File: src/rtl/mmc1_serial_mapper_p.sv
// mmc1_serial_mapper_p: MMC1 serial-load mapper; optional MMC1_WRAM_DIS_EN (prg MSB drives wram_ce_n); ports: clk/rst, cpu_wr/cpu_a/cpu_d0/cpu_d7 load, ppu_a in, prg_a/chr_a/ciram_a10/load_done/wram_ce_n out
module mmc1_serial_mapper_p #(
  parameter int SHIFT_W    = 5,
  parameter int PRG_BANK_W = 4,
  parameter int CHR_BANK_W = 5
) (
  input  logic                  clk,
  input  logic                  rst,
  input  logic                  cpu_wr,
  input  logic [1:0]            cpu_a,
  input  logic                  cpu_d0,
  input  logic                  cpu_d7,
  input  logic [2:0]            ppu_a,
  output logic [PRG_BANK_W-1:0] prg_a,
  output logic [CHR_BANK_W-1:0] chr_a,
  output logic                  ciram_a10,
  output logic                  load_done,
  output logic                  wram_ce_n
);
  localparam int CW = $clog2(SHIFT_W);
  logic [SHIFT_W-2:0] shift;
  logic [CW-1:0] cnt;
  logic wr_q;
  logic [4:0] ctrl;
  logic [SHIFT_W-1:0] chr0, chr1, prg, value;
  logic [PRG_BANK_W-1:0] pb, prg_mux;
  logic acc, last, unused_bits;
  assign acc = cpu_wr & ~wr_q;
  assign last = cnt == CW'(SHIFT_W - 1);
  assign value = {cpu_d0, shift};
  assign pb = prg[PRG_BANK_W-1:0];
  assign unused_bits = ^{chr0, chr1, prg};
  always_ff @(posedge clk) begin
    if (rst) begin
      shift <= '0;
      cnt <= '0;
      wr_q <= 1'b0;
      ctrl <= 5'b01100;
      chr0 <= '0;
      chr1 <= '0;
      prg <= '0;
      load_done <= 1'b0;
    end else begin
      wr_q <= cpu_wr;
      load_done <= acc & ~cpu_d7 & last;
      if (acc) begin
        if (cpu_d7) begin
          shift <= '0;
          cnt <= '0;
          ctrl[3:2] <= 2'b11;
        end else if (!last) begin
          shift <= {cpu_d0, shift[SHIFT_W-2:1]};
          cnt <= cnt + 1'b1;
        end else begin
          shift <= '0;
          cnt <= '0;
          case (cpu_a)
            2'd0: ctrl <= value[4:0];
            2'd1: chr0 <= value;
            2'd2: chr1 <= value;
            default: prg <= value;
          endcase
        end
      end
    end
  end
  always_comb begin
    ciram_a10 = ctrl[1] ? (ctrl[0] ? ppu_a[1] : ppu_a[0]) : ctrl[0];
    chr_a = ctrl[4] ? (ppu_a[2] ? chr1[CHR_BANK_W-1:0] : chr0[CHR_BANK_W-1:0])
                    : {chr0[CHR_BANK_W-1:1], ppu_a[2]};
    prg_mux = !ctrl[3] ? {pb[PRG_BANK_W-1:1], cpu_a[1]}
            : !ctrl[2] ? (cpu_a[1] ? pb : '0)
            : (cpu_a[1] ? '1 : pb);
`ifdef MMC1_WRAM_DIS_EN
    // the WRAM disable bit never reaches the PRG address lines
    prg_a = (PRG_BANK_W == SHIFT_W) ? {1'b0, prg_mux[PRG_BANK_W-2:0]} : prg_mux;
    wram_ce_n = prg[SHIFT_W-1];
`else
    prg_a = prg_mux;
    wram_ce_n = 1'b0;
`endif
  end
endmodule

File: config.mk
export PLATFORM = sky130hd
export DESIGN_NAME = mmc1_serial_mapper_p
export DESIGN_NICKNAME = d
export VERILOG_FILES = /design/src/rtl/mmc1_serial_mapper_p.sv
export SDC_FILE = /design/constraint.sdc
export NUM_CORES = 1
export LEC_CHECK = 0
export ABC_AREA = 1
export CAP_MARGIN = 10
export CORE_MARGIN = 2
export CORE_UTILIZATION = 49
export CTS_BUF_LIST = sky130_fd_sc_hd__clkbuf_2
export DETAILED_ROUTE_END_ITERATION = 10
export GPL_ROUTABILITY_DRIVEN = 0
export PLACE_DENSITY = 0.74
export SYNTH_ARGS = -nofsm -noshare
export SYNTH_HDL_FRONTEND = slang
export SYNTH_SLANG_ARGS = --single-unit
File: constraint.sdc
create_clock -name clk -period 1.15 [get_ports clk]
set_clock_uncertainty 0.05 [all_clocks]
set_input_delay 0.23 -clock clk [delete_from_list [all_inputs] [get_ports clk]]
set_output_delay 0.23 -clock clk [all_outputs]
set_load 0.02 [all_outputs]
==> qor.txt <==
Clock Tree Root: clkbuf_2
Compound-Gate Fraction of Synth Area: 0.09016
Synth area leaders: dfxtp_1 41%, nand2_1 14%, nor2_1 6.3%
sw power: 0.5112 mW
Setup CP Type: flop to output port
Clock Latency Late Sink: 0.39 ns
TritonRoute pass-1 iters: 4
Vias/cell: 5.252
Nets: 240
Synth area leader: dfxtp_1
Post-synth EDFFs: 0
mapped cell area: 1374 sq um
port buffer count: 20
power share of the clock group: 0.318
Post-DP HPWL: 2388 microns
switch share: 0.2657
htree depth: 1
die area: 3243 sq um
#FFs+latches synth: 28
number of hold buffers added after CTS: 0
CTS tree: built
initial drt markers: 34
share of the synthesized area in the top cell type: 0.4080
Post-Synth XOR/XNOR Area: 0.006375
Max-Cap Viols: 0
Area Growth Syn to Fin: 49.73%
setup violators final: 37
Post-Place Worst Slack: -0.8918 ns
RSZ-0062 raised after global routing: yes
cts bufs inserted: 3
Worst Path Arrival: 1.35 ns
antenna cell count: 0
fin crit share: 1.413
routed len/inst: 14.25 microns
post-synthesis simple-gate area fraction: 0.3707
Clock transition at path regs: 0.26 ns
CORE AREA: 2710 sq um
nature of the critical path endpoint: output port
smallest setup slack after layout: -0.4751 ns
DR vias: 1355
worst-path fanout max: 5
num ports: 22
clock sinks: 28
maximum vdd drop: 0.0008482 V
mux cell area share after synthesis: 0.03279
post-synthesis sequential area ratio: 0.4080
Cell Int Power: 1.413 mW
Initial Utilization: 0.5069
largest family of logic cells by synthesized area: simple AND/OR/NAND/NOR gates
Total Neg Setup Slack: -6.779 ns
Die Y: 56.95 microns
pwr dens: 935.2 nW/um^2
fin crit period: 1.625 ns
Syn. warnings: 0
Remaining DRCs: 0
cell row count: 19
gr usage total: 0.2206
share of cells above drive strength 1: 0.4581
CTS Buffer Depth: 2
Primary FF master, synth: dfxtp_1
worst min-delay path class: input port to flop
global-route wire length before repair: 5595 microns
Lkg Pwr: 0.8668 nW
syn_area_per_cell: 7.231 sq um
Comb pwr share: 0.161
vias in the first global route: 1314
WP data required: 0.87 ns
gr ovfl total: 0
outcome: complete, but fails checks
chip width: 56.95 microns
Post-Syn Nets: 202
max-slew violations: 0
startpoint class of the critical path: flop
Post-Syn Instances: 190
Fin. Hold Viols: 0
fillers: 185
ANT nets after route: 0
synth unique cells: 26
largest net degree at the start of global routing: 17
violated checks: setup timing
Peak Freq: 0.6154 GHz
total wire length: 3676 microns
initial antenna violation count: 0
Async S/R FF share, synth: 0
Adder-Cell Fraction of Synth Area: 0.01821
Reg power frac: 0.520
state kept, by name, summed over array words and instances (netlist names):
signal	count
cnt	3
shift	4
ctrl	5
chr1	5
load_done	1
prg	4
wr_q	1
chr0	5
layout by cell type (no fill, tap or decap), drive strengths merged:
cell / synthesis / routed
buf: 2 / 26
nand3: 17 / 17
nor4: 1 / 1
inv: 22 / 22
a21oi: 16 / 16
clkbuf: 1 / 3
nor3: 1 / 1
ha: 2 / 2
clkdlybuf4s50: 0 / 6
bufinv: 0 / 1
o22ai: 1 / 1
nand4: 2 / 2
nor2: 30 / 31
xor2: 1 / 1
o21ai: 6 / 6
mux2: 4 / 4
dfxtp: 28 / 28
conb: 1 / 1
dlygate4sd2: 0 / 3
nand2: 54 / 54
o21bai: 1 / 1
cells in the mapped netlist (2+ instances only):
master,instances
a21oi_1,16
nor2_8,2
nand2_4,2
nand3_1,16
inv_1,19
nand2_1,50
o21ai_0,6
nor2_1,23
ha_1,2
dfxtp_1,28
inv_2,3
nand2_2,2
nor2_4,3
nand4_1,2
mux2_2,4
nor2_2,2
final cells by class:
cell class / count / area (sq um) / share of cell area
sequential: 28 / 574.3 / 0.2792
timing repair buffer: 35 / 345.3 / 0.1679
clock buffer: 3 / 15.01 / 0.007299
multi-input combinational: 138 / 965.9 / 0.4696
tap: 31 / 38.79 / 0.01886
clock inverter: 1 / 30.03 / 0.01460
inverter: 22 / 87.58 / 0.04258
logic make-up after synthesis:
family,count (synthesis)
simple gates,105
flops,28
buf+inv,25
compound gates,24
mux,4
fa+ha+maj,2
other cells,1
xor+xnor,1
through the flow:
| step | hold WS (ns) | std cells | power, mW | utilization | cell area, sq um |
|---|---|---|---|---|---|
| global route | 0.2565 | 258 | 1.982 | 0.7590 | 2057 |
| finish | 0.2316 | 258 | 1.924 | 0.7590 | 2057 |
| floorplan | 0.2581 | 190 | 1.150 | - | 1394 |
| detailed placement | 0.4055 | 251 | 1.280 | 0.6422 | 1740 |
| global placement | 0.4007 | 251 | 1.269 | 0.6422 | 1740 |
| CTS | 0.2492 | 256 | 1.886 | 0.7013 | 1901 |
power groups by stage:
stage | clock [mW] | combinational, mW | sequential (mW)
finish | 0.612 | 0.310 | 1.00
floorplan | 0 | 0.137 | 1.01
global placement | 0 | 0.254 | 1.01
global route | 0.645 | 0.332 | 1.00
CTS | 0.608 | 0.279 | 0.999
detailed placement | 0 | 0.265 | 1.02
per-layer routing:
| layer | wire, microns | GRT usage | vias to the layer above |
|---|---|---|---|
| met5 | 0 | 0 | - |
| met4 | 49 | 0.07309 | 0 |
| met3 | 100 | 0.02494 | 7 |
| met2 | 2043 | 0.4204 | 29 |
| met1 | 1483 | 0.2536 | 641 |
| li1 | - | - | 678 |
worst max-delay path: stages (launching register included):
cell     delay, ns
dfxtp_2       0.42
nand2_4       0.09
mux2_4        0.32
buf_6         0.13
repair_timing:
action,CTS,global route
pin swaps,9,22
setup endpoints to repair,37,36
setup buffers,1,2
cloned,1,0
gates resized for setup,103,39
final timing paths:
path / slack (ns) / cells after the start / endpoint / from
setup / recovery: -0.48 / 3 / chr_a[2] / ctrl[4]
hold / removal: 0.23 / 3 / wr_q / cpu_wr
setup reg to reg: -0.14 / 7 / chr0[2] / cnt[0]
hold reg to reg: 0.44 / 2 / chr0[4] / chr0[4]
Note: power is estimated with default switching activity, not from simulation.
